$ cat config.mk
export PLATFORM = sky130hd
export DESIGN_NAME = tcp_frame_builder
export DESIGN_NICKNAME = d
export VERILOG_FILES = /design/src/rtl/tcp_frame_builder_pkg.sv /design/src/rtl/tcp_frame_builder_csum.sv /design/src/rtl/tcp_frame_builder.sv
export SDC_FILE = /design/constraint.sdc
export NUM_CORES = 1
export LEC_CHECK = 0
export CAP_MARGIN = 10
export CORE_MARGIN = 2
export CORE_UTILIZATION = 40
export CTS_BUF_LIST = sky130_fd_sc_hd__clkbuf_16
export DETAILED_ROUTE_END_ITERATION = 8
export PLACE_DENSITY = 0.69
export SETUP_SLACK_MARGIN = 0.3
export SYNTH_ARGS = -nofsm -noshare
export SYNTH_HDL_FRONTEND = slang
export SYNTH_SLANG_ARGS = --single-unit
$ cat constraint.sdc
create_clock -name clk -period 18.39 [get_ports clk]
set_clock_uncertainty 0.2 [all_clocks]
set_input_delay 3.678 -clock clk [delete_from_list [all_inputs] [get_ports clk]]
set_output_delay 3.678 -clock clk [all_outputs]
set_load 0.01 [all_outputs]
$ cat src/rtl/tcp_frame_builder_pkg.sv
// Shared definitions for the TCP transmit frame builder: protocol constants,
// FSM encoding, the latched header record and the TCP flag bit positions.
package tcp_frame_builder_pkg;

  localparam logic [15:0] ETHERTYPE_IPV4 = 16'h0800;
  localparam logic [7:0]  IP_PROTO_TCP   = 8'h06;
  localparam logic [7:0]  IP_VER_IHL     = 8'h45;
  localparam logic [15:0] IP_FLAGS_DF    = 16'h4000;
  localparam logic [7:0]  TCP_DATA_OFF   = 8'h50;

  localparam int ETH_HDR_BYTES   = 14;
  localparam int IP_HDR_BYTES    = 20;
  localparam int TCP_HDR_BYTES   = 20;
  localparam int FRAME_HDR_BYTES = ETH_HDR_BYTES + IP_HDR_BYTES + TCP_HDR_BYTES;
  localparam int LAST_HDR_BEAT   = 5;

  // tcp_flags bit positions, shared with the receive parser
  localparam int TCP_FLAG_FIN = 0;
  localparam int TCP_FLAG_SYN = 1;
  localparam int TCP_FLAG_RST = 2;
  localparam int TCP_FLAG_PSH = 3;
  localparam int TCP_FLAG_ACK = 4;
  localparam int TCP_FLAG_URG = 5;
  localparam int TCP_FLAG_ECE = 6;
  localparam int TCP_FLAG_CWR = 7;

  typedef enum logic [2:0] {
    ST_IDLE    = 3'd0,
    ST_PREP    = 3'd1,
    ST_HDR     = 3'd2,
    ST_MERGE   = 3'd3,
    ST_PAYLOAD = 3'd4,
    ST_TAIL    = 3'd5
  } state_t;

  typedef struct packed {
    logic [47:0] dst_mac;
    logic [47:0] src_mac;
    logic [31:0] src_ip;
    logic [31:0] dst_ip;
    logic [15:0] ip_id;
    logic [15:0] src_port;
    logic [15:0] dst_port;
    logic [31:0] seq_num;
    logic [31:0] ack_num;
    logic [7:0]  tcp_flags;
    logic [15:0] window;
    logic [15:0] payload_len;
  } hdr_t;

  // Byte-keep mask for the final payload word; tail_bytes = L mod 8 (0 = full word)
  function automatic logic [63:0] keep_mask(input logic [2:0] tail_bytes);
    logic [63:0] ones;
    ones = '1;
    if (tail_bytes == 3'd0) return ones;
    return ~(ones >> (8 * int'(tail_bytes)));
  endfunction

endpackage

$ cat src/rtl/tcp_frame_builder_csum.sv
// ipv4_csum16: combinational IPv4 header checksum. Sums the ten 16-bit header
// words (checksum field supplied as zero), folds end-around carries, inverts.
module ipv4_csum16
  import tcp_frame_builder_pkg::*;
(
  input  logic [IP_HDR_BYTES*8-1:0] words,
  output logic [15:0]               csum
);

  logic [19:0] sum;
  logic [16:0] fold1;
  logic [15:0] fold2;

  // One's-complement sum of the header words, then two carry folds
  always_comb begin
    // NOTE: blocking assignments here because each line reads the value the
    // previous line just produced; combinational blocks always use '='.
    sum = '0;
    for (int i = 0; i < IP_HDR_BYTES / 2; i++) begin
      sum = sum + {4'h0, words[i*16 +: 16]};
    end
    fold1 = {1'b0, sum[15:0]} + {13'h0, sum[19:16]};
    fold2 = fold1[15:0] + {15'h0, fold1[16]};
    csum  = ~fold2;
  end

endmodule

$ cat src/rtl/tcp_frame_builder.sv
// tcp_frame_builder: serialises one Ethernet II / IPv4 / TCP frame as 64-bit
// big-endian beats. The 54-byte header leaves payload 6 bytes into beat 6, so
// each payload word is split: top 2 bytes finish the current beat, low 6 bytes
// are carried into the next one.
// Build option: define IPV4_CSUM_EN to fill in the IPv4 header checksum;
// otherwise the checksum field is zero. PREP lasts one cycle either way.
module tcp_frame_builder
  import tcp_frame_builder_pkg::*;
#(
  parameter int          MAX_PAYLOAD    = 1460,
  parameter logic [7:0]  IP_TTL         = 8'h40,
  parameter logic [15:0] TCP_WINDOW_DEF = 16'hFFFF
) (
  input  logic        clk,
  input  logic        reset_n,
  input  logic        req_valid,
  output logic        req_busy,
  output logic        req_err,
  input  logic [47:0] dst_mac,
  input  logic [47:0] src_mac,
  input  logic [31:0] src_ip,
  input  logic [31:0] dst_ip,
  input  logic [15:0] ip_id,
  input  logic [15:0] src_port,
  input  logic [15:0] dst_port,
  input  logic [31:0] seq_num,
  input  logic [31:0] ack_num,
  input  logic [7:0]  tcp_flags,
  input  logic [15:0] req_window,
  input  logic [15:0] payload_len,
  input  logic [63:0] pl_data,
  input  logic        pl_valid,
  output logic        pl_ready,
  output logic [63:0] tx_data,
  output logic        tx_valid,
  input  logic        tx_ready,
  output logic        tx_sop,
  output logic        tx_eop,
  output logic [2:0]  tx_empty
);

  state_t      state, state_nxt;
  hdr_t        hdr;
  logic [15:0] ip_csum, csum_calc, ip_len;
  logic [15:0] len_words, len_beats;
  logic [2:0]  frame_tail, hdr_cnt, eop_empty;
  logic [7:0]  beat_idx, consumed, n_pl, n_tx;
  logic [47:0] carry;
  logic [63:0] hdr_beat, pl_word, beat_data;
  logic        can_load, req_ok, accept, reject;
  logic        words_left, last_word, emit, consume, beat_sop, beat_eop;

  assign can_load   = !tx_valid || tx_ready;
  assign req_busy   = (state != ST_IDLE) || tx_valid;
  assign req_ok     = (state == ST_IDLE) && !tx_valid && req_valid;
  assign accept     = req_ok && (payload_len <= 16'(MAX_PAYLOAD));
  assign reject     = req_ok && (payload_len >  16'(MAX_PAYLOAD));
  assign len_words  = (payload_len + 16'd7) >> 3;
  assign len_beats  = (payload_len + 16'(FRAME_HDR_BYTES + 7)) >> 3;
  assign frame_tail = payload_len[2:0] + 3'(FRAME_HDR_BYTES);
  assign ip_len     = 16'(IP_HDR_BYTES + TCP_HDR_BYTES) + hdr.payload_len;
  assign words_left = consumed < n_pl;
  assign last_word  = (consumed + 8'd1) == n_pl;
  // Bytes past L in the final word are cleared so padding is always zero
  assign pl_word    = last_word ? (pl_data & keep_mask(hdr.payload_len[2:0])) : pl_data;

`ifdef IPV4_CSUM_EN
  ipv4_csum16 u_csum (
    .words ({IP_VER_IHL, 8'h00, ip_len, hdr.ip_id, IP_FLAGS_DF, IP_TTL,
             IP_PROTO_TCP, 16'h0000, hdr.src_ip, hdr.dst_ip}),
    .csum  (csum_calc)
  );
`else
  assign csum_calc = 16'h0000;
`endif

  // Select the header beat addressed by the header counter
  always_comb begin
    case (hdr_cnt)
      3'd0:    hdr_beat = {hdr.dst_mac, hdr.src_mac[47:32]};
      3'd1:    hdr_beat = {hdr.src_mac[31:0], ETHERTYPE_IPV4, IP_VER_IHL, 8'h00};
      3'd2:    hdr_beat = {ip_len, hdr.ip_id, IP_FLAGS_DF, IP_TTL, IP_PROTO_TCP};
      3'd3:    hdr_beat = {ip_csum, hdr.src_ip, hdr.dst_ip[31:16]};
      3'd4:    hdr_beat = {hdr.dst_ip[15:0], hdr.src_port, hdr.dst_port, hdr.seq_num[31:16]};
      default: hdr_beat = {hdr.seq_num[15:0], hdr.ack_num, TCP_DATA_OFF, hdr.tcp_flags};
    endcase
  end

  // FSM state register
  always_ff @(posedge clk) begin
    // NOTE: registers update with '<=' so every flop samples pre-edge values,
    // independent of statement order across blocks.
    if (!reset_n) state <= ST_IDLE;
    else          state <= state_nxt;
  end

  // FSM next-state logic
  always_comb begin
    state_nxt = state;
    case (state)
      ST_IDLE: if (accept) state_nxt = ST_PREP;
      ST_PREP: state_nxt = ST_HDR;
      ST_HDR:  if (emit && hdr_cnt == 3'(LAST_HDR_BEAT)) state_nxt = ST_MERGE;
      ST_MERGE, ST_PAYLOAD: begin
        if (emit) begin
          if (beat_eop)                 state_nxt = ST_IDLE;
          else if (consume && last_word) state_nxt = ST_TAIL;
          else                          state_nxt = ST_PAYLOAD;
        end
      end
      ST_TAIL: if (emit) state_nxt = ST_IDLE;
      default: state_nxt = ST_IDLE;
    endcase
  end

  // FSM outputs: payload handshake and the beat offered to the output register
  always_comb begin
    // NOTE: every output gets a default first so no path leaves it unassigned,
    // which would otherwise infer a latch.
    pl_ready  = 1'b0;
    emit      = 1'b0;
    consume   = 1'b0;
    beat_data = '0;
    beat_sop  = 1'b0;
    case (state)
      ST_HDR: begin
        emit      = can_load;
        beat_data = hdr_beat;
        beat_sop  = (hdr_cnt == 3'd0);
      end
      ST_MERGE: begin
        if (words_left) begin
          pl_ready  = can_load;
          emit      = can_load && pl_valid;
          consume   = emit;
          beat_data = {hdr.window, 16'h0000, 16'h0000, pl_word[63:48]};
        end else begin
          emit      = can_load;
          beat_data = {hdr.window, 16'h0000, 16'h0000, 16'h0000};
        end
      end
      ST_PAYLOAD: begin
        pl_ready  = can_load && words_left;
        emit      = pl_ready && pl_valid;
        consume   = emit;
        beat_data = {carry, pl_word[63:48]};
      end
      ST_TAIL: begin
        emit      = can_load;
        beat_data = {carry, 16'h0000};
      end
      default: ;
    endcase
    beat_eop = emit && (beat_idx == n_tx - 8'd1);
  end

  // Output register, error pulse and frame progress counters
  always_ff @(posedge clk) begin
    if (!reset_n) begin
      tx_valid <= 1'b0;
      tx_data  <= '0;
      tx_sop   <= 1'b0;
      tx_eop   <= 1'b0;
      tx_empty <= '0;
      req_err  <= 1'b0;
      hdr_cnt  <= '0;
      beat_idx <= '0;
      consumed <= '0;
    end else begin
      req_err <= reject;
      if (can_load) begin
        tx_valid <= emit;
        tx_sop   <= beat_sop;
        tx_eop   <= beat_eop;
        tx_empty <= beat_eop ? eop_empty : 3'd0;
        if (emit) tx_data <= beat_data;
      end
      if (accept) begin
        hdr_cnt  <= '0;
        beat_idx <= '0;
        consumed <= '0;
      end else begin
        if (emit)                     beat_idx <= beat_idx + 8'd1;
        if (emit && state == ST_HDR)  hdr_cnt  <= hdr_cnt + 3'd1;
        if (consume)                  consumed <= consumed + 8'd1;
      end
    end
  end

  // Header latch, checksum and payload carry
  always_ff @(posedge clk) begin
    // NOTE: pure datapath registers are not reset; they are always written
    // (accept / PREP / consume) before the FSM reads them.
    if (accept) begin
      hdr <= '{dst_mac:     dst_mac,
               src_mac:     src_mac,
               src_ip:      src_ip,
               dst_ip:      dst_ip,
               ip_id:       ip_id,
               src_port:    src_port,
               dst_port:    dst_port,
               seq_num:     seq_num,
               ack_num:     ack_num,
               tcp_flags:   tcp_flags,
               window:      (req_window == 16'h0000) ? TCP_WINDOW_DEF : req_window,
               payload_len: payload_len};
      n_pl      <= 8'(len_words);
      n_tx      <= 8'(len_beats);
      eop_empty <= 3'd0 - frame_tail;
    end
    if (state == ST_PREP) ip_csum <= csum_calc;
    if (consume)          carry   <= pl_word[47:0];
  end

endmodule

**Word-level counts from Yosys, hierarchy flattened**

Index checks and enable logic that the tools add are counted.
Widths: inputs -> output; s select.

- Bits in registers: 472
- Latch bits: 0
- Bits in writable memories: 0
- ROM bits: 0
- Input bits: 381
- Word-level logic and storage cells: 104
- Memories: 0

- $add $sub $neg: 9
- $mul: 0
- Div/mod/pow operators: 0
- Magnitude comparators: 3
- Equal/unequal tests: 16
- Shift operators: 1
- Muxes and demuxes: 22
- Bitwise operators: 3
- Reductions and logical operators: 24

Operator list:

| operator | count |
|---|---|
| $pmux 64 s5 | 1 |
| $pmux 64 s4 | 1 |
| $mux 64 | 3 |
| $and 64x64->64 | 1 |
| $not 64->64 | 1 |
| $shr 64x6->64 const A | 1 |
| $mux 3 | 6 |
| $add 6x16->16 const A | 1 |
| $add 8x1->8 const B | 2 |
| $eq 8x8->1 | 2 |
| $gt 16x11->1 const B | 1 |
| $le 16x11->1 const B | 1 |
| $logic_not 16->1 | 1 |
| $mux 16 | 1 |
| $pmux 3 s5 | 1 |
| $eq 3x2->1 const B | 4 |
| $eq 3x3->1 const B | 4 |
| $add 11x3->11 const B | 1 |
| $add 11x6->11 const B | 1 |
| $logic_and 1x1->1 | 11 |
| $logic_not 3->1 | 3 |
| $lt 8x8->1 | 1 |
| $ne 2x2->1 const B | 4 |
| $sub 8x1->8 const B | 1 |
| other kinds (14) | 24 |

**Depth between registers and ports, before layout**

Gate-level depths: netlist (run 1).

- Depth after elaboration: 10
- Depth in mapped cells: 12

**Worst setup path before layout (run 1)**

No wires, ideal clock.

- Path kind: input-to-reg
- From: in payload_len[6]
- To: reg state[0]
- Library setup time: 0.117 ns
- Data arrival time: 13.646 ns
- Path slack: 4.427 ns
- Cell stages on the path: 7
- Path buffers: 1
- Cell sequence: clkbuf_1 -> and3_1 -> o31ai_1 -> and3_1 -> o21ai_0 -> mux2_2 -> a22o_1

- Longest elaborated chain between the ends: 4

Ends and longest elaborated chain:

| item | line | RTL |
|---|---|---|
| start, declared | tcp_frame_builder.sv:30 | `input logic [15:0] payload_len,` |
| $le 16x11->1 | tcp_frame_builder.sv:56 | `assign accept = req_ok && (payload_len <= 16'(MAX_PAYLOAD));` |
| $logic_and 1x1->1 | tcp_frame_builder.sv:56 |  |
| named net accept | tcp_frame_builder.sv:50 | `logic can_load, req_ok, accept, reject;` |
| $ne 2x2->1 (no source line) | - |  |
| $reduce_and 4->1 (no source line) | - |  |
| end signal, assigned | tcp_frame_builder.sv:94 | `else state <= state_nxt;` |
| end, declared | tcp_frame_builder.sv:42 | `state_t state, state_nxt;` |

The timed path passes the listed nets, and every way through them passes these cells.
A chain may end at the register's enable or synchronous reset.

**Worst setup path after layout (run 1)**

- From: in tx_ready
- To: out pl_ready

- Longest elaborated chain between the ends: 3

Ends and longest elaborated chain:

| item | line | RTL |
|---|---|---|
| start, declared | tcp_frame_builder.sv:36 | `input logic tx_ready,` |
| $logic_or 1x1->1 (*) | tcp_frame_builder.sv:53 | `assign can_load = !tx_valid \|\| tx_ready;` |
| $mux 1 or $logic_and 1x1->1 (tied branches) | tcp_frame_builder.sv:132, tcp_frame_builder.sv:143 |  |
| $pmux 1 s2 (*) | tcp_frame_builder.sv:125 | `case (state)` |
| end, declared | tcp_frame_builder.sv:33 | `output logic pl_ready,` |

Mark *: on every way between the ends. The rest lies on a longest branch, timed or not.

==> flow_summary.json, run 1 <==
{
  "cp.required_ns": 14.51,
  "synthFlopType": "edfxtp_1",
  "hold_buffers": 0,
  "core_um2": 47600,
  "clock.fmax_mhz": 109,
  "seqCellArea_um2": 13200,
  "num_rows": 80,
  "area_growth_pct": 34.9,
  "nFillCells": 3917,
  "hold_class": "register to register",
  "first_global_vias": 13900,
  "syn_nets": 1802,
  "crit_fanout": 8,
  "grt_max_degree": 175,
  "startpoint_type": "primary input",
  "clockBufferDepth": 3,
  "die_w_um": 223,
  "wl_um": 58300,
  "critical_path_class": "primary input to primary output",
  "synth_common_cells": "edfxtp_1, dfxtp_1, a21oi_1, nand2_1, o21ai_0",
  "drtIter0Drc": 1245,
  "clockPowerShare_pct": 38.4,
  "p_comb_share_pct": 13.9,
  "antenna_found_initial": 13,
  "tightestPinTransition_ns": 1.16,
  "synth.ff_latch_count": 471,
  "synth_top_area_cell": "edfxtp_1",
  "track_usage_pct": 23.0,
  "slew_headroom_pct": 22.9,
  "maxCapViolations": 0,
  "synth_area_per_cell_um2": 13.8,
  "cts.sinks": 471,
  "crit_arrival_ns": 5.30,
  "synthCells": 1398,
  "grt_overflow_total": 0,
  "p_seq_share_pct": 47.7,
  "post_cts_buffers": 0,
  "ys_types": 61,
  "ios": 454,
  "end_kind": "primary output",
  "status": "finished, final reports clean",
  "synth_area_um2": 19300,
  "port_buffers": 453,
  "viasPerCell": 5.49,
  "fin_crit_ns": 9.18,
  "start_util_pct": 40.4,
  "async_flop_share_pct": 0,
  "power_leakage_nw": 9.21,
  "gp_congestion": 0.860,
  "place_ws_ns": 9.23,
  "htreeDepth": 2,
  "die-area_um2": 49900,
  "post_cts_resized": 0,
  "cts_tree": "yes",
  "synth.most_common_cell": "edfxtp_1",
  "dr_total_vias": 13700,
  "swShare_pct": 24.4,
  "p_total_mw": 2.50,
  "p_per_area_nw_per_um2": 96.4,
  "setup_ws_ns": 9.21,
  "intPower_mw": 1.89,
  "ys_seq_area_share_pct": 68.6,
  "synth_edf_count": 378,
  "hpwl_um": 39800,
  "tns_ns": 0,
  "ant_nets": 0,
  "cts_buffers": 51,
  "timing.final.crit_share_pct": 49.9,
  "grt_setup_unrepaired": "false",
  "ir_drop_uv": 58.2,
  "utilization_pct": 54.5,
  "multi_input_area_um2": 5630,
  "clk_latency_ns": 0.58,
  "synth_area_leaders": "edfxtp_1, dfxtp_1, o211a_1",
  "hold_viol_final": 0,
  "yosys_warnings": 0,
  "final_nets": 2233,
  "report.final.slew_viol_count": 0,
  "cts.clk_slew.worst_paths_ns": 0.06,
  "final_layout_size_suffix_gt1_share_pct": 7.59,
  "drc": 0,
  "power_switching_mw": 0.611,
  "first_pass_iters": 8,
  "yosysTopAreaCellShare_pct": 59.0,
  "finalSetupViolations": 0,
  "root_buffer": "clkbuf_16",
  "die_y_um": 223,
  "wl_per_cell_um": 23.3,
  "grt_pass1_wl_um": 85800
}
-- stage by stage --
stage / hold WS [ns] / instances / cell area (um^2)
2_1_floorplan: 0.269 / 1398 / 19300
3_3_place_gp: 0.256 / 2391 / 24400
3_5_place_dp: 0.268 / 2391 / 24400
4_1_cts: 0.279 / 2486 / 25900
5_1_grt: 0.302 / 2498 / 26000
6_report: 0.274 / 2498 / 26000
-- registers in the layout (all words and copies together), names as in the netlist --
name and cells:
req_err 1, consumed 8, tx_empty 3, tx_eop 1, tx_sop 1, carry 48, state 3, beat_idx 8
hdr 312, n_tx 8, tx_valid 1, tx_data 64, n_pl 8, hdr_cnt 3, eop_empty 2
-- layout make-up --
cell class              count  share of cell area [%]
flip-flops and latches    471                    50.9
inverters                  23                   0.332
repair buffers            470                    18.0
clock buffers              52                    5.01
well taps                 615                    2.96
multi-input cells         812                    21.7
diodes                     12                   0.116
clock inverters            43                    1.06
-- metal layers --
layer / GRT usage (%) / share of wire [%] / vias up
met5: 0 / 0.022 / -
met1: 29.6 / 41 / 6799
li1: - / - / 6267
met2: 39.1 / 49 / 564
met3: 4.48 / 7.2 / 85
met4: 7.35 / 2.4 / 2
-- cells in the final DEF, fill, tap and decap left out, types with 37 or more instances in the layout --
| master | Yosys | final |
|---|---|---|
| clkdlybuf4s50_1 | 0 | 452 |
| edfxtp_1 | 378 | 378 |
| dfxtp_1 | 93 | 92 |
| a21oi_1 | 87 | 87 |
| nand2_1 | 82 | 82 |
| o21ai_0 | 66 | 66 |
| nor2_1 | 59 | 59 |
| clkbuf_16 | 0 | 52 |
| nor2b_1 | 49 | 46 |
| o211a_1 | 44 | 44 |
| inv_1 | 23 | 41 |
| o211ai_1 | 40 | 40 |
| a222oi_1 | 37 | 37 |
-- logic make-up (layout without fill, tap and decap cells) --
logic type	Yosys count	in the layout	share of synthesized area [%]
AO/OA/AOI/OAI	365	365	13.7
XOR/XNOR	59	59	2.68
adder cells (fa/ha/maj)	23	23	1.49
buffers and inverters	115	588	2.50
flip-flops	471	471	68.6
multiplexers	38	38	2.20
other	0	12	0
AND/OR/NAND/NOR	327	327	8.77
-- power by group through the flow --
stage	Sequential, mW	Combinational, mW	Clock [mW]
after CTS	1.19	0.351	0.983
after floorplan	1.22	0.144	0
after global routing	1.20	0.372	1.02
after detailed placement	1.22	0.350	0
final	1.19	0.348	0.963
after global placement	1.22	0.343	0
-- final timing paths --
kind         endpoint  slack [ns]     start  depth (start not counted)
max          pl_ready        9.21  tx_ready                          5
min            tx_eop        0.27    tx_eop                          2
max reg2reg  hdr[299]       13.43  state[0]                          8
min reg2reg    tx_eop        0.27    tx_eop                          2
-- worst max-delay path: stages --
cell and delay, ns:
clkdlybuf4s50_1 0.48, nand2b_1 0.31, nand2_1 0.11, nor3_1 0.16, clkdlybuf4s50_1 0.56
Power figures use the tool's default switching activity.
==> run 2: changes to the inputs <==
Settings changed: PLACE_DENSITY 0.69 to 0.72.
Clock period 18.39 ns to 8 ns, I/O delays scaled along.
==> run 2 against run 1 <==
Effect of this change: worst setup slack worse by 6.3 ns; flip-flop and latch count stayed put; largest cell class unchanged; non-clock buffer count is 2 lower; critical endpoint unchanged; critical path type unchanged; register-to-register slack lost 9.5 ns; sequential share of layout area barely moved; via count rose by 0.58%; critical path depth unchanged; final area hardly changed; wire length increased by 1.4%.
==> flow_summary.json, run 2 (same netlist as run 1, synthesis figures left out) <==
{
  "die_y_um": 223,
  "area_growth_pct": 34.8,
  "cp.required_ns": 6.20,
  "port_buffers": 453,
  "timing.final.crit_share_pct": 63.2,
  "end_kind": "primary output",
  "final_cell_mix": "clkdlybuf4s50_1, edfxtp_1, dfxtp_1",
  "hpwl_um": 40200,
  "die-area_um2": 49900,
  "setup_ws_ns": 2.94,
  "critical_path_class": "primary input to primary output",
  "cts_tree": "yes",
  "clock.fmax_mhz": 198,
  "status": "finished, final reports clean",
  "first_pass_iters": 6,
  "post_cts_buffers": 0,
  "cts.sinks": 471,
  "ant_nets": 0,
  "wl_per_cell_um": 23.8,
  "crit_arrival_ns": 3.26,
  "reg2reg_slack_ns": 3.89,
  "hp-start": "tx_eop",
  "num_rows": 80,
  "wl_um": 59100,
  "startpoint_type": "primary input",
  "cts.clk_slew.worst_paths_ns": 0.07,
  "antenna_found_initial": 8,
  "top_regs": "hdr: 312 flops, tx_data: 64 flops, carry: 48 flops",
  "cts_buffers": 50,
  "post_cts_resized": 0,
  "ir_drop_uv": 168,
  "hold_buffers": 0,
  "grt_setup_unrepaired": "false",
  "fin_crit_ns": 5.06,
  "nFillCells": 3926,
  "gp_congestion": 0.902,
  "drc": 0,
  "viasPerCell": 5.55,
  "finalSetupViolations": 0,
  "htreeDepth": 2,
  "grt_max_degree": 167,
  "reg2reg_from": "n_pl[7]",
  "slew_headroom_pct": 26.2,
  "core_um2": 47600,
  "clockBufferDepth": 3,
  "hold_path_depth": 2,
  "tightestPinTransition_ns": 1.11,
  "maxCapViolations": 0,
  "power_leakage_nw": 9.18,
  "r2r-end": "tx_data[24]",
  "report.final.slew_viol_count": 0,
  "final_layout_size_suffix_gt1_share_pct": 7.13,
  "clk_latency_ns": 0.59,
  "track_usage_pct": 23.0,
  "start_util_pct": 40.4,
  "rr_worst_depth": 9,
  "p_per_area_nw_per_um2": 222,
  "dr_total_vias": 13800,
  "place_ws_ns": 2.93,
  "hold_viol_final": 0,
  "hold-path-endpoint": "tx_eop",
  "final_nets": 2230,
  "grt_overflow_total": 0,
  "top_register": "hdr",
  "first_global_vias": 13800,
  "die_w_um": 223,
  "drtIter0Drc": 1326,
  "layout_commonest_cell": "clkdlybuf4s50_1",
  "largest_reg_flops": 312,
  "hold_class": "register to register",
  "ios": 454,
  "tns_ns": 0,
  "grt_pass1_wl_um": 85600,
  "crit_fanout": 8,
  "root_buffer": "clkbuf_16"
}
==> run 2: changes by cell type in the layout (fill, tap and decap cells not counted), sizes merged <==
| cell | previous run | this run |
|---|---|---|
| clkinv | 19 | 17 |
| clkinvlp | 1 | 2 |
| buf | 18 | 16 |
| bufinv | 2 | 3 |
| diode | 12 | 5 |
| inv | 44 | 41 |
==> run 2: worst max-delay path by stage <==
stage,start,endpoint,slack (ns),cells past startpoint
2_1_floorplan,payload_len[6],state[0],0.30,7
3_3_place_gp,payload_len[1],hdr[209],2.99,8
3_5_place_dp,payload_len[0],hdr[295],2.93,8
4_1_cts,tx_ready,pl_ready,2.95,5
5_1_grt,tx_ready,pl_ready,2.80,5
6_report,tx_ready,pl_ready,2.94,5
==> run 2: layer usage <==
| layer | up-vias | wire [um] | share of wire (%) | track usage, % |
|---|---|---|---|---|
| met1 | 6791 | 23700 | 40 | 29.5 |
| met4 | 4 | 1870 | 3.2 | 8.47 |
| met2 | 642 | 28700 | 49 | 38.4 |
| met3 | 108 | 4890 | 8.3 | 5.19 |
| met5 | - | 28 | 0.047 | 0 |
| li1 | 6252 | - | - | - |
==> run 2: area by class of cell <==
class	count	area, um^2	area share (%)
clock inverter	40	269	1.04
sequential	471	13200	50.9
inverter	23	86.3	0.333
timing repair buffer	468	4670	18.0
clock buffer	52	1300	5.01
multi-input combinational	812	5640	21.7
antenna	5	12.5	0.0482
tap	615	769	2.96
==> run 2: where the power goes <==
group	internal [mW]	switching [mW]	total, mW
sequential	2.71	0.0387	2.75
clock	1.27	0.946	2.21
combinational	0.398	0.406	0.804
total	4.38	1.39	5.77
==> run 2: critical path: stages <==
cell and delay, ns:
clkdlybuf4s50_1 0.48, nand2b_1 0.33, nand2_1 0.09, nor3_1 0.18, clkdlybuf4s50_1 0.57
==> run 2: stage by stage <==
step | power, mW | hold WS [ns] | utilization [%] | cells | area (um^2)
4_1_cts | 5.80 | 0.277 | 54.5 | 2481 | 25900
5_1_grt | 5.94 | 0.314 | 54.5 | 2486 | 26000
3_5_place_dp | 3.60 | 0.270 | 51.2 | 2389 | 24400
2_1_floorplan | 3.14 | 0.269 | - | 1398 | 19300
6_report | 5.77 | 0.273 | 54.5 | 2486 | 26000
3_3_place_gp | 3.59 | 0.255 | 51.2 | 2389 | 24400
==> patch 1: new RTL, settings of run 1 <==
The option `IPV4_CSUM_EN` is turned on by a define.
--- a/src/rtl/tcp_frame_builder.sv
+++ b/src/rtl/tcp_frame_builder.sv
@@ -4,6 +4,8 @@
 // are carried into the next one.
 // Build option: define IPV4_CSUM_EN to fill in the IPv4 header checksum;
 // otherwise the checksum field is zero. PREP lasts one cycle either way.
+`define IPV4_CSUM_EN
+
 module tcp_frame_builder
   import tcp_frame_builder_pkg::*;
 #(
Function: same outputs for any inputs over 4 cycles, from zero or initial values and one cycle with reset_n low; that may be too few to reach the edited logic, so the function may still have changed.
==> patch 1 against run 1 <==
- synthesized area grew 20%
- sequential cell count grew 16
- worst setup slack lost 1.7 ns
- synthesized cell count grew 33%
- design area grew 16%
- sequential share of layout area shrank 5.5 points
- routed wire length grew 38%
- largest cell class unchanged
- highest routed layer unchanged
Power is not compared: it rests on default switching activity, and its combinational part moved more than twofold at a synthesized area within 25%.
==> patch 1: results (changes against run 1) <==
Crit-path slowest cell: or4_1
Hold Slack: 0.255 ns (-0.0183 ns)
DP HPWL: 61300 um (+54%)
Ranking of synthesized cells by area: edfxtp_1 51%, dfxtp_1 8.0%, fa_1 4.3%
Initial antenna violation count: 12 (-1)
Gpl congestion: 0.909 (+5.7%)
Largest fanout on the critical path: 7 (-1)
Placed cell area: 28500 sq um (+17%)
Post-synth EDFFs: 394 (+4.2%)
Largest net degree at the start of global routing: 93 (-47%)
Cells on worst reg2reg path: 41 (+33)
Layout cell share with drive strength beyond 1: 7.13% (-0.46 points)
Vias per std cell: 5.56 (+1.2%)
First-pass GRT wire length: 115000 um (+34%)
Xor-xnor portion of the synthesized cell area: 3.88% (+1.2 points)
Via count: 17300 (+26%)
Total GRT Usage: 26.5% (+3.6 points)
Post-synth top cells: 394 x edfxtp_1, 142 x nor2_1, 128 x inv_1
Post-synthesis compound-gate area fraction: 12.3% (-1.4 points)
# fillers: 4950 (+26%)
Multi-input gate area: 8670 sq um (+54%)
Synth Area in Adders: 8.53% (+7.0 points)
Place WS: 7.68 ns (-1.55 ns)
Worst skew pair latency: 0.61 ns (+0.03 ns)
1st-iter DRT viols: 1435 (+15%)
Relative slew slack: 20.2% (-2.7 points)
Logic pwr share: 29.7%
Async S/R FF share, synth: 0% (unchanged)
Register area share after synthesis: 59.1% (-9.5 points)
Post-synthesis mux area share: 1.98% (-0.23 points)
Tcrit/Tclk final: 59.2% (+9.3 points)
Post-Syn Nets: 2367 (+31%)
Flop2flop setup slack: 7.50 ns (-5.93 ns)
CP peak stage delay: 0.67 ns (+0.11 ns)
Pre-Repair DR Iteration Count: 7 (-1)
CTS Buf Count: 52 (+2.0%)
Status: completed
Post-Place Cells: 3010 (+26%)
Cells after Synth: 1858 (+33%)
CTS clk-pin slew, worst paths: 0.06 ns (about the same)
Nets: 2808 (+26%)
Distinct cell type count after synthesis: 75 (+23%)
Wire per inst: 25.9 um (+11%)
Arr. time, crit path: 11.04 ns (+5.74 ns)
[patch 1: changes by cell type in the layout (fill, tap and decap cells not counted), sizes merged, moves of 16 or more]
cell    delta
inv      +102
nor2      +84
ha        +55
nor3      +53
fa        +50
o211a     -39
a211oi    +31
xnor2     +29
a221oi    +18
a21oi     -17
edfxtp    +16
[patch 1: cells by family after synthesis]
kind of cell / count (synthesis)
multiplexers: 41
AO/OA/AOI/OAI: 385
buffers and inverters: 222
XOR/XNOR: 101
adder cells (fa/ha/maj): 128
flip-flops: 487
AND/OR/NAND/NOR: 494
[patch 1: worst paths after layout]
kind / from / to
worst min register to register: tx_sop / tx_sop
worst min-delay path: tx_sop / tx_sop
worst max-delay path: hdr[152] / ip_csum[15]
worst max register to register: hdr[152] / ip_csum[15]
[patch 1: critical path, delay by kind of cell (launching register included)]
kind,cells,cell delay (ns)
adder cells (fa/ha/maj),9,3.35
AO/OA/AOI/OAI,13,2.77
AND/OR/NAND/NOR,13,3.30
buffers and inverters,3,0.16
XOR/XNOR,3,0.46
flip-flops,1,0.41
[patch 1: metal layers]
layer	up-vias	wire length, um	track usage (%)
met5	-	104	0
met4	16	2570	8.93
met3	122	7580	6.49
met2	813	38400	44.2
met1	8522	32000	33.8
li1	7811	-	-
[patch 1: cell type report]
class / instances / share of cell area, %
flip-flops and latches: 487 / 45.3
multi-input cells: 1149 / 28.7
repair buffers: 479 / 15.7
clock buffers: 53 / 4.39
well taps: 765 / 3.17
inverters: 130 / 1.64
clock inverters: 45 / 1.07
diodes: 1 / 0.00829
==> patch 2: new RTL, settings of run 1 <==
Without the edit above. Reset style: asynchronous (`reset_n`), changed in 2 clocked blocks.
--- a/src/rtl/tcp_frame_builder.sv
+++ b/src/rtl/tcp_frame_builder.sv
@@ -87,7 +87,7 @@
   end
 
   // FSM state register
-  always_ff @(posedge clk) begin
+  always_ff @(posedge clk or negedge reset_n) begin
     // NOTE: registers update with '<=' so every flop samples pre-edge values,
     // independent of statement order across blocks.
     if (!reset_n) state <= ST_IDLE;
@@ -155,7 +155,7 @@
   end
 
   // Output register, error pulse and frame progress counters
-  always_ff @(posedge clk) begin
+  always_ff @(posedge clk or negedge reset_n) begin
     if (!reset_n) begin
       tx_valid <= 1'b0;
       tx_data  <= '0;
Behaviour: differs if reset_n is asserted again (counterexample within 4 cycles, from zero or initial values and one cycle with reset_n low); with reset_n held inactive, the same outputs for 4 cycles.
==> patch 2 against run 1 <==
- sequential cell count did not move
- global-route usage increased by 0.41 points
- register-to-register slack gained 0.90 ns
- synthesized area increased by 0.42%
- fmax increased by 0.12%
- worst setup slack gained 0.011 ns
- core utilization rose by 0.34 points
- design area increased by 0.83%
- via count fell by 0.58%
- routed wire length up 0.78%
Power is not compared: it rests on default switching activity, and its combinational part moved more than twofold at a synthesized area within 25%.
==> patch 2: results (changes against run 1) <==
Wire per inst: 23.4 um (+0.41%)
GR Util met2: 39.3% (+0.24 points)
Port Buffers: 453 (unchanged)
Critical path's top delay family: buffers and inverters
Static leakage: 9.18 nW
Vias in the first global route: 14300 (+2.8%)
Crit. Startpoint: tx_ready
Worst skew pair latency: 0.60 ns (+0.02 ns)
First-pass GRT wire length: 86900 um (+1.2%)
Initial antenna violation count: 15 (+2)
Register area share after synthesis: 70.7% (+2.1 points)
M1 wire length: 22400 um (-7.0%)
Vias per std cell: 5.44 (-0.94%)
Root buffer cell: clkbuf_16
Arr. time, crit path: 5.29 ns (about the same)
GRT met1 Usage: 27.7% (-1.9 points)
DP HPWL: 39900 um (+0.24%)
Post-synth EDFFs: 378 (unchanged)
Clock tree buffer depth: 3 (unchanged)
Layout cell share with drive strength beyond 1: 7.61% (+0.017 points)
Crit-path slowest cell: clkdlybuf4s50_1
Ranking of synthesized cells by area: edfxtp_1 59%, dfrtp_1 12%, o21ai_0 2.5%
Met3 routed WL: 5080 um (+21%)
CTS Buf Count: 51 (unchanged)
Met2 WL: 28900 um (+1.1%)
Grt met3 use: 7.07% (+2.6 points)
1st-iter DRT viols: 1218 (-2.2%)
Crit path capture: pl_ready
PostCTS Resize Cnt: 0 (unchanged)
DR top layer: met5
Largest regs: hdr: 312 flops, tx_data: 64 flops, carry: 48 flops
Gpl congestion: 0.864 (+0.52%)
Pre-Repair DR Iteration Count: 6 (-2)
Worst r2r src: consumed[5]
Synthesized area per cell: 13.9 sq um (+0.86%)
Total GRT Usage: 23.4% (+0.41 points)
Largest fanout on the critical path: 5 (-3)
Async S/R FF share, synth: 19.7% (+20 points)
HP Class: reg2reg
Worst r2r dst: tx_data[3]
Post-synth top cells: 378 x edfxtp_1, 100 x nor2_1, 98 x o21ai_0
Htree depth: 2 (unchanged)
Post-Place Cells: 2399 (+0.33%)
WHS Endpoint: tx_sop
CP peak stage delay: 0.63 ns (+0.07 ns)
Nets: 2241 (+0.36%)
Routed wire length: 58800 um (+0.78%)
Post-Syn Nets: 1796 (-0.33%)
Relative slew slack: 18.9% (-4.0 points)
Largest net degree at the start of global routing: 186 (+6.3%)
Hold path depth: 2 (unchanged)
Status: completed
Worst Hold Launch: tx_sop
Post-CTS setup buffer count: 0 (unchanged)
Flop2flop setup slack: 14.33 ns (+0.90 ns)
Cells on worst reg2reg path: 9 (+1)
CTS clk-pin slew, worst paths: 0.06 ns (about the same)
Main synth FF type: edfxtp_1
Distinct cell type count after synthesis: 56 (-8.2%)
[patch 2: area by class of cell]
class                           instances  area [sq um]
Clock inverter                         44           338
Sequential cell                       471         13700
Multi-Input combinational cell        812          5270
Tap cell                              615           769
Clock buffer                           52          1300
Timing Repair Buffer                  473          4690
Antenna cell                           12          30.0
Fill cell                            3970         21600
Inverter                               28           105
[patch 2: through the flow]
step | total power [W] | cell area (sq um) | util (%) | worst slack, ns | hold WS, ns
after CTS | 0.00350 | 26200 | 54.8 | 9.23 | 0.275
final | 0.00347 | 26200 | 54.9 | 9.22 | 0.269
after global placement | 0.00248 | 24500 | 51.4 | 9.27 | 0.252
after floorplan | 0.00197 | 19300 | - | 0.548 | 0.243
after detailed placement | 0.00250 | 24500 | 51.4 | 9.23 | 0.259
after global routing | 0.00366 | 26200 | 54.8 | 9.13 | 0.300
[patch 2: worst register-to-register path, delay by kind of cell, from the launching register on]
family / cells / cell delay [ns]
DFF: 1 / 0.48
and+or+nand+nor: 3 / 1.15
AOI/OAI and AO/OA: 4 / 1.00
adders and majority gates: 1 / 0.37
buffers and inverters: 1 / 0.74
[patch 2: power by group through the flow]
stage	sequential (W)	clock [W]	combinational (W)
6_report	0.00134	0.000994	0.00114
5_1_grt	0.00135	0.00106	0.00124
4_1_cts	0.00134	0.00101	0.00115
3_5_place_dp	0.00136	0	0.00114
3_3_place_gp	0.00136	0	0.00112
2_1_floorplan	0.00137	0	0.000602
[patch 2: cell families after synthesis]
kind of cell / after synthesis / share of synthesized area, %
buf+inv: 109 / 2.23
compound gates: 353 / 12.4
flops: 471 / 70.7
xor+xnor: 47 / 2.13
fa+ha+maj: 23 / 1.49
mux: 33 / 1.92
simple gates: 356 / 9.09
